<file path="src/rtl/tx_zc_pkg.sv">
// Shared definitions for the Zadoff-Chu phase generator: FSM states,
// default widths and the constant relating the phase period T to Nzc.
package tx_zc_pkg;

    localparam int ZC_NZC_W_DEF = 12;
    localparam int ZC_OUT_W_DEF = 12;
    localparam int ZC_INV_W_DEF = 18;

    // The phase period is T = ZC_T_MULT * Nzc.
    localparam int ZC_T_MULT = 24;

    typedef enum logic [1:0] {
        ST_IDLE,
        ST_LATCH,
        ST_RUN,
        ST_DRAIN
    } zc_state_t;

endpackage

</file>
<file path="src/rtl/tx_zc_mod_add.sv">
// Modular add (a+b mod t) or subtract (a-b mod t) for operands already in [0, t).
module tx_zc_mod_add #(
    parameter int PH_W = 17,
    parameter bit SUB  = 1'b0
) (
    input  logic [PH_W-1:0] i_a,
    input  logic [PH_W-1:0] i_b,
    input  logic [PH_W-1:0] i_t,
    output logic [PH_W-1:0] o_y
);

    logic [PH_W:0] w_sum;
    logic [PH_W:0] w_dif;

    // NOTE: every variable assigned in always_comb gets a value on every path, so no latch is inferred.
    always_comb begin
        w_sum = {1'b0, i_a} + {1'b0, i_b};
        w_dif = {1'b0, i_a} - {1'b0, i_b};
        if (SUB) begin
            o_y = w_dif[PH_W] ? PH_W'(w_dif + {1'b0, i_t}) : w_dif[PH_W-1:0];
        end else begin
            o_y = (w_sum >= {1'b0, i_t}) ? PH_W'(w_sum - {1'b0, i_t}) : w_sum[PH_W-1:0];
        end
    end

endmodule

</file>
<file path="src/rtl/tx_zc_phase_gen.sv">
// Zadoff-Chu phase sequence generator: emits the per-sample phase in turns
// using divider-free modular recurrences and a valid/ready output stream.
module tx_zc_phase_gen
    import tx_zc_pkg::*;
#(
    parameter int NZC_W  = ZC_NZC_W_DEF,
    parameter int OUT_W  = ZC_OUT_W_DEF,
    parameter int INV_W  = ZC_INV_W_DEF,
    localparam int PH_W  = NZC_W + 5
) (
    input  logic             sys_clk,
    input  logic             rst,
    input  logic             start,
    input  logic             abort,
    input  logic [NZC_W-1:0] zc_N_zc,
    input  logic [NZC_W-1:0] zc_len,
    input  logic [NZC_W-1:0] zc_start_index,
    input  logic [PH_W-1:0]  zc_Q,
    input  logic [PH_W-1:0]  zc_P,
    input  logic [INV_W-1:0] zc_inv_T,
    input  logic             theta_ready,
    output logic             theta_valid,
    output logic [OUT_W-1:0] theta_data,
    output logic             theta_last,
    output logic             busy,
    output logic             cfg_err
);

    localparam int SH     = INV_W - OUT_W;
    localparam int PROD_W = PH_W + INV_W + 2;
    localparam logic signed [PROD_W-1:0] RND_HALF = PROD_W'(1 << (SH - 1));
    localparam logic signed [PROD_W-1:0] SAT_MAX  = PROD_W'((1 << (OUT_W - 1)) - 1);
    localparam logic signed [PROD_W-1:0] SAT_MIN  = PROD_W'(-(1 << (OUT_W - 1)));

    zc_state_t r_state;
    zc_state_t w_state_nxt;

    logic [NZC_W-1:0] r_nzc, r_len, r_sidx, r_n, r_m;
    logic [PH_W-1:0]  r_t, r_q, r_p, r_q2;
    logic [INV_W-1:0] r_inv_t;
    logic [PH_W-1:0]  r_beta, r_yita, r_d;

    logic                    r_s1_valid, r_s1_last;
    logic signed [PH_W:0]    r_s1_theta;
    logic                    r_out_valid, r_out_last, r_cfg_err;
    logic [OUT_W-1:0]        r_out_data;

    logic [PH_W-1:0]         w_t_in, w_half, w_q2, w_theta;
    logic [PH_W-1:0]         w_beta_nxt, w_yita_nxt, w_d_nxt;
    logic signed [PH_W:0]    w_theta_s;
    logic signed [PROD_W-1:0] w_prod, w_rnd, w_inv_s;
    logic [OUT_W-1:0]        w_sat;
    logic                    w_cfg_ok, w_adv, w_accept;

    assign w_t_in   = PH_W'(zc_N_zc) * PH_W'(ZC_T_MULT);
    assign w_cfg_ok = (zc_N_zc >= NZC_W'(3)) && (zc_len != '0) &&
                      (zc_start_index < zc_len) && (zc_Q < w_t_in) && (zc_P < w_t_in);
    assign w_accept = (r_state == ST_IDLE) && start && w_cfg_ok;
    // The whole pipeline advances together; a refused output freezes everything.
    assign w_adv    = !(r_out_valid && !theta_ready);
    assign w_half   = r_t >> 1;

    tx_zc_mod_add #(.PH_W(PH_W), .SUB(1'b0)) u_q2 (
        .i_a(r_q), .i_b(r_q), .i_t(r_t), .o_y(w_q2)
    );
    tx_zc_mod_add #(.PH_W(PH_W), .SUB(1'b0)) u_beta (
        .i_a(r_beta), .i_b(r_p), .i_t(r_t), .o_y(w_beta_nxt)
    );
    tx_zc_mod_add #(.PH_W(PH_W), .SUB(1'b0)) u_yita (
        .i_a(r_yita), .i_b(r_d), .i_t(r_t), .o_y(w_yita_nxt)
    );
    tx_zc_mod_add #(.PH_W(PH_W), .SUB(1'b0)) u_d (
        .i_a(r_d), .i_b(r_q2), .i_t(r_t), .o_y(w_d_nxt)
    );
    tx_zc_mod_add #(.PH_W(PH_W), .SUB(1'b1)) u_theta (
        .i_a(r_beta), .i_b(r_yita), .i_t(r_t), .o_y(w_theta)
    );

    always_ff @(posedge sys_clk) begin
        if (rst) begin
            r_state <= ST_IDLE;
        end else begin
            r_state <= w_state_nxt;
        end
    end

    always_comb begin
        w_state_nxt = r_state;
        case (r_state)
            ST_IDLE:  if (w_accept) w_state_nxt = ST_LATCH;
            ST_LATCH: w_state_nxt = ST_RUN;
            ST_RUN:   if (w_adv && (r_n == r_len - NZC_W'(1))) w_state_nxt = ST_DRAIN;
            ST_DRAIN: if (r_out_valid && r_out_last && theta_ready) w_state_nxt = ST_IDLE;
            default:  w_state_nxt = ST_IDLE;
        endcase
        if (abort) w_state_nxt = ST_IDLE;
    end

    // Fold to [-T/2, T/2), scale to turns, round half up and saturate.
    always_comb begin
        w_theta_s = $signed({1'b0, w_theta});
        if (w_theta >= w_half) begin
            w_theta_s = $signed({1'b0, w_theta}) - $signed({1'b0, r_t});
        end
        w_inv_s = $signed(PROD_W'(r_inv_t));
        w_prod  = PROD_W'(r_s1_theta) * w_inv_s;
        w_rnd   = (w_prod + RND_HALF) >>> SH;
        if (w_rnd > SAT_MAX) begin
            w_sat = SAT_MAX[OUT_W-1:0];
        end else if (w_rnd < SAT_MIN) begin
            w_sat = SAT_MIN[OUT_W-1:0];
        end else begin
            w_sat = w_rnd[OUT_W-1:0];
        end
    end

    // NOTE: sequential state uses non-blocking assignments so all registers update from pre-edge values.
    always_ff @(posedge sys_clk) begin
        if (rst) begin
            r_nzc <= '0; r_len <= '0; r_sidx <= '0; r_n <= '0; r_m <= '0;
            r_t <= '0; r_q <= '0; r_p <= '0; r_q2 <= '0; r_inv_t <= '0;
            r_beta <= '0; r_yita <= '0; r_d <= '0;
            r_s1_valid <= 1'b0; r_s1_last <= 1'b0; r_s1_theta <= '0;
            r_out_valid <= 1'b0; r_out_last <= 1'b0; r_out_data <= '0;
            r_cfg_err <= 1'b0;
        end else if (abort) begin
            r_s1_valid <= 1'b0; r_s1_last <= 1'b0;
            r_out_valid <= 1'b0; r_out_last <= 1'b0; r_out_data <= '0;
            r_cfg_err <= 1'b0;
        end else begin
            r_cfg_err <= (r_state == ST_IDLE) && start && !w_cfg_ok;
            if (w_accept) begin
                r_nzc   <= zc_N_zc;
                r_len   <= zc_len;
                r_sidx  <= zc_start_index;
                r_t     <= w_t_in;
                r_q     <= zc_Q;
                r_p     <= zc_P;
                r_inv_t <= zc_inv_T;
            end
            if (r_state == ST_LATCH) begin
                r_q2   <= w_q2;
                r_d    <= w_q2;
                r_beta <= '0;
                r_yita <= '0;
                r_n    <= '0;
                r_m    <= '0;
            end
            if (w_adv) begin
                r_out_valid <= r_s1_valid;
                r_out_last  <= r_s1_last;
                r_out_data  <= r_s1_valid ? w_sat : '0;
                if (r_state == ST_RUN) begin
                    // Samples before the start index still advance the recurrences.
                    r_s1_valid <= (r_n >= r_sidx);
                    r_s1_last  <= (r_n == r_len - NZC_W'(1));
                    r_s1_theta <= w_theta_s;
                    r_n        <= r_n + NZC_W'(1);
                    r_beta     <= w_beta_nxt;
                    if (r_m == r_nzc - NZC_W'(1)) begin
                        r_m    <= '0;
                        r_yita <= '0;
                        r_d    <= r_q2;
                    end else begin
                        r_m    <= r_m + NZC_W'(1);
                        r_yita <= w_yita_nxt;
                        r_d    <= w_d_nxt;
                    end
                end else begin
                    r_s1_valid <= 1'b0;
                    r_s1_last  <= 1'b0;
                end
            end
        end
    end

    assign theta_valid = r_out_valid;
    assign theta_data  = r_out_data;
    assign theta_last  = r_out_last;
    assign busy        = (r_state != ST_IDLE);
    assign cfg_err     = r_cfg_err;

endmodule

</file>
<file path="config.mk">
export PLATFORM = sky130hd
export DESIGN_NAME = tx_zc_phase_gen
export DESIGN_NICKNAME = d
export VERILOG_FILES = /design/src/rtl/tx_zc_pkg.sv /design/src/rtl/tx_zc_mod_add.sv /design/src/rtl/tx_zc_phase_gen.sv
export SDC_FILE = /design/constraint.sdc
export NUM_CORES = 2
export LEC_CHECK = 0
export CORE_ASPECT_RATIO = 1.75
export CORE_UTILIZATION = 55
export DETAILED_ROUTE_END_ITERATION = 16
export MAX_ROUTING_LAYER = met4
export PLACE_DENSITY = 0.78
export SLEW_MARGIN = 20
export SYNTH_ARGS = -nofsm -noshare
export SYNTH_HDL_FRONTEND = slang
export SYNTH_HIERARCHICAL = 1
export SYNTH_SLANG_ARGS = --single-unit
</file>
<file path="constraint.sdc">
create_clock -name sys_clk -period 18.05 [get_ports sys_clk]
set_input_delay 3.61 -clock sys_clk [delete_from_list [all_inputs] [get_ports sys_clk]]
set_output_delay 3.61 -clock sys_clk [all_outputs]
set_load 0.01 [all_outputs]
</file>
; ---- Word-level counts from Yosys, hierarchy flattened
; Cells that the tools add are included.
[totals]
reg_bits = 231
inputBits = 93
output_inout_bits = 16
wordCells = 116
[classes]
n_addsub = 16
multipliers = 2
order_cmp = 12
n_eq_ne = 8
muxes = 33
bitwise_logic = 2
n_reduce_logical = 22
[op_table]
columns = cell, n
row1 = $mux 17, 16
row2 = $mux 12, 10
row3 = $add 17x17->18, 4
row4 = $ge 18x17->1, 4
row5 = $sub 17x17->17, 4
row6 = $add 37x7->37 const B, 1
row7 = $mul 18x19->37, 1
row8 = $sub 17x17->18, 2
row9 = $lt 17x17->1, 2
row10 = $gt 31x12->1 const B, 1
row11 = $lt 31x12->1 const B, 1
row12 = $add 12x1->12 const B, 2
row13 = $eq 12x12->1, 2
row14 = $sub 12x1->12 const B, 2
row15 = $mux 18, 1
row16 = $add 17x17->17, 1
row17 = $ge 17x16->1, 1
row18 = $mul 12x2->14 const B, 1
row19 = $ge 12x12->1, 1
row20 = $ge 12x2->1 const B, 1
row21 = $lt 12x12->1, 1
row22 = $reduce_bool 12->1, 1
row23 = $logic_and 1x1->1, 11
row24 = $pmux 2 s4, 1
row25 = 12 further kinds, 23

; ---- Longest topological paths before layout
[depth]
ltp_word = 8
mapped_depth = 28

; ---- Cells and area by module
; Netlist, hierarchy kept.
[by_module_without_submodules]
columns = mod, instances, cells_per_inst, area_per_inst_um2
row1 = tx_zc_phase_gen, 1, 2784, 23991.8
row2 = tx_zc_mod_add at u_beta ..., 2, 270, 2059.5
row3 = tx_zc_mod_add at u_theta, 1, 250, 1891.8
row4 = tx_zc_mod_add at u_q2, 1, 261, 1873.0
row5 = tx_zc_mod_add at u_d, 1, 255, 1833.0

; ---- Worst setup path before layout
; OpenSTA, ideal clock, no wires.
[synth_timing]
path_kind = input port to flip-flop
startpoint = input zc_N_zc[0]
endpoint = register r_nzc[0]
setup_time_ns = 0.128
arrival_time_ns = 8.265
required_ns = 17.922
slack_ns = 9.657
stages = 21
cell_sequence = ha_1 -> fa_1 -> a21o_1 -> a21oi_1 -> o21bai_1 -> a21oi_1 -> o21bai_1 -> a21oi_1 -> mux2i_1 -> a2111oi_0 -> ha_1 -> a31o_2 -> a32oi_1 -> o2111ai_1 -> a21oi_1 -> o311ai_1 -> nor4_1 -> clkbuf_1 -> buf_2 -> mux2i_1 -> nor2_1
[synth_via]
elab_chain_cells = 7
word_cells_on_any_way = 10
classes_between = mul: 1 / order compare: 3 / reduce/logical: 6
[synth_rtl]
columns = item, line_no
row1 = "start, declared", tx_zc_phase_gen.sv:15  ; input logic [NZC_W-1:0] zc_N_zc,
row2 = "parallel branches: the longest is 7 deep, another holds $lt 17x17->1", --
row3 = "end signal, assigned", tx_zc_phase_gen.sv:133  ; r_nzc <= zc_N_zc;
row4 = "end, declared", tx_zc_phase_gen.sv:38  ; logic [NZC_W-1:0] r_nzc, r_len, r_sidx, r_n, r_m;
; Parallel ways; which one is timed is not known.
; A chain may end at the register's enable or synchronous reset.

; ---- Worst setup path in the final report
[layout_timing]
startpoint = input zc_N_zc[1]
endpoint = register r_inv_t[8]
[layout_via]
elab_chain_cells = 7
word_cells_on_any_way = 10
classes_between = mul: 1 / order compare: 3 / reduce/logical: 6
[layout_rtl]
columns = item, line_no
row1 = "parallel branches: the longest is 4 deep, another holds $lt 17x17->1", --
row2 = $logic_and 1x1->1 *, tx_zc_phase_gen.sv:57  ; (zc_start_index < zc_len) && (zc_Q < w_t_in) && (zc_P < w_t_in);
row3 = $logic_and 1x1->1 *, tx_zc_phase_gen.sv:58  ; assign w_accept = (r_state == ST_IDLE) && start && w_cfg_ok;
row4 = $reduce_and 2->1 (no source line) *, --
row5 = "end signal, assigned", tx_zc_phase_gen.sv:139  ; r_inv_t <= zc_inv_T;
row6 = "end, declared", tx_zc_phase_gen.sv:40  ; logic [INV_W-1:0] r_inv_t;
; Every way passes the cells marked *.

==> metrics <==
status completed; vias per cell 6.11; Top Ports 109; hold depth 2; CTS Buffer Depth 3; first drt pass iteration count 5; #FFs+latches synth 230; Slew HR 23.5%; # fillers 5439; WS Path Type input port to flip-flop; drt drc 0; largest stage delay on the critical path 0.74 ns; largest net degree at the start of global routing 112; Worst-Margin Slew 1.14 ns; initial antenna violation count 0; Placed Instances 4854; die area 62300 um2; Layout area overhead 7.55%; Post-synth EDFFs 0; Avg WL per Cell 20.7 um; Core Area 60500 um2; sequential power share 31.5%; crit path cell chain clkdlybuf4s50_1, ha_1, fa_1, a21o_1, a21oi_1, o21bai_1, a21oi_1, o21bai_1, a21oi_1, mux2i_1, a2111oi_1, ha_1, a31o_2, a32oi_1, o2111ai_1, a21oi_1, o311ai_1, nor4_2, buf_4, buf_4, mux2i_1, nor2_1; power share of the clock group 35.0%; pre-CTS setup slack 7.93 ns; clock skew 0.0402 ns; PnR worst setup slack 8.72 ns; vias 29938; DP Area 35300 um2; Starting Density 55.8%; final instance area 36300 um2; root buffer cell clkbuf_16; GPL Wtd Cong 1.03; Post-CTS Resized 0; Slew Viols, Final 0; CTS Buf Count 26; vias in the first global route 30841; Gate power share 33.5%; Final Non-Filler Cells 4902; max cap viols 0; post-synthesis async set-or-reset flop share 0%; worst endpoint required time 18.50 ns; Internal Pwr Total 1100 uW; Hold Path Class flip-flop to flip-flop; H-Tree Depth 1; Sw Pwr 583 uW; most frequent CP cell a21oi_1; Final Total Pwr 1690 uW; Register-to-Register Path Depth 23; Yosys cell types 105; CTS Hold Buffers Added 0; Port Buf Inserts 108; insertion delay to the later sink of the worst-skew pair 0.60 ns; setup TNS 0 ns; most frequent cells in the layout 541 x inv_1, 404 x ha_1, 359 x nand2_1, 269 x fa_1, 260 x nor2_1; Fin. Hold Viols 0; Main synth FF type dfxtp_1; sequential share of the synthesized area 13.7%; layout cells sized above 1 5.32%; Top Family by Delay on Critical Path compound AO/OA/AOI/OAI gates; Post-Syn Area 33700 um2; gr ovfl total 0; WP buf/inv 3; CP endpoint kind flip-flop; Max Clock Freq 107 MHz; wirelength, routed 101 mm; Crit path depth 22; peak fanout along the critical path 53; min cycle time layout 9.33 ns; slowest CP cell a2111oi_1; Clock Sinks 230; Die H 329 um; RSZ-0062 raised after global routing false; Peak VDD IR 0.0000766 V; Worst-path clk slew 0.07 ns; cell count after synthesis 4090; static leakage 0.0165 uW; chip width 189 um; GRT Total Usage 33.7%; first-pass GRT wire length 159 mm; Antenna Nets Post-Route 0; DPL Wire Length 80.8 mm; final net count 4862; YS warnings 6; syn avg cell area 8.24 um2; number of setup buffers added after CTS 0; WP data arrival 9.79 ns; DRT iter0 DRCs 1794; period utilization 51.7%; commonest non-fill, non-tap cell in the layout inv_1; Setup Viol. Count Final 0; Switching Fraction 34.6%; Startpoint Class input port; antenna cells 0; pwr dens 46.5 nW/um2; # rows 119; CTS tree done
## layer usage
metal	GRT usage [%]	vias to the layer above	wire length (um)
li1	-	13965	-
met1	30.1	14381	33400
met2	60.8	1067	51600
met3	4.08	525	4670
met4	32.6	0	11700
met5	-	-	0
## cell usage after synthesis, drive strengths merged, types with 80 or more instances
library cell	instances	area, um2
inv	541	2030
ha	404	5050
nand2	361	1360
fa	269	5390
a21oi	267	1380
nor2	263	987
dfxtp	230	4600
and2	203	1270
o21ai	151	774
clkbuf	144	541
mux2i	142	1420
xnor2	125	1090
xor2	80	701
## stage by stage
step,utilization (%),hold slack (ns)
floorplan,-,0.451
global placement,58.4,0.447
detailed placement,58.4,0.450
CTS,60.0,0.467
global route,60.0,0.495
finish,60.0,0.462
## power by group through the flow
| stage | Combinational, uW | Clock [uW] | Sequential (uW) |
|---|---|---|---|
| floorplan | 436 | 0 | 532 |
| CTS | 559 | 598 | 531 |
| finish | 566 | 590 | 531 |
| global placement | 551 | 0 | 542 |
| detailed placement | 555 | 0 | 542 |
| global route | 614 | 615 | 532 |
## worst paths after layout
check                                                  from                     endpoint  slack (ns)
worst max register to register  r_s1_theta[17]$_SDFFE_PP0P_   theta_data[8]$_SDFFE_PP0N_        9.70
worst min-delay path            theta_data[11]$_SDFFE_PP0N_  theta_data[11]$_SDFFE_PP0N_        0.46
worst min register to register  theta_data[11]$_SDFFE_PP0N_  theta_data[11]$_SDFFE_PP0N_        0.46
worst max-delay path                             zc_N_zc[1]      r_inv_t[8]$_SDFFE_PP0P_        8.72
## layout make-up
| class | instances | area [um2] | share of cell area (%) |
|---|---|---|---|
| Tap cell | 786 | 983 | 2.71 |
| Clock buffer | 29 | 672 | 1.85 |
| Multi-Input combinational cell | 3157 | 26400 | 72.8 |
| Timing Repair Buffer | 140 | 1320 | 3.63 |
| Sequential cell | 230 | 4600 | 12.7 |
| Clock inverter | 19 | 249 | 0.687 |
| Inverter | 541 | 2030 | 5.60 |
## state kept, by name (all words and copies together), names as in the netlist, 2 cells and up
name	count
r_q2	17
r_t	13
r_d	17
r_nzc	12
r_inv_t	18
r_beta	17
r_len	12
r_m	12
r_q	17
r_n	12
r_state	2
r_p	17
r_yita	17
r_s1_theta	18
r_sidx	12
theta_data	12
## logic make-up after synthesis
family	count (synthesis)	share of synthesized area, %
AOI/OAI and AO/OA	872	17.9
other	1	0.0111
buffers and inverters	718	8.30
DFF	230	13.7
xor gates and xnor gates	205	5.33
adders and majority gates	673	31.0
and+or+nand+nor	1196	17.6
muxes	195	6.24
## tightest hold or removal path, delay by kind of cell, from the launching register on
family / cells / cell delay, ns
flops: 1 / 0.33
compound gates: 1 / 0.06
simple gates: 1 / 0.04
No activity file was read; power rests on OpenSTA's default activity.
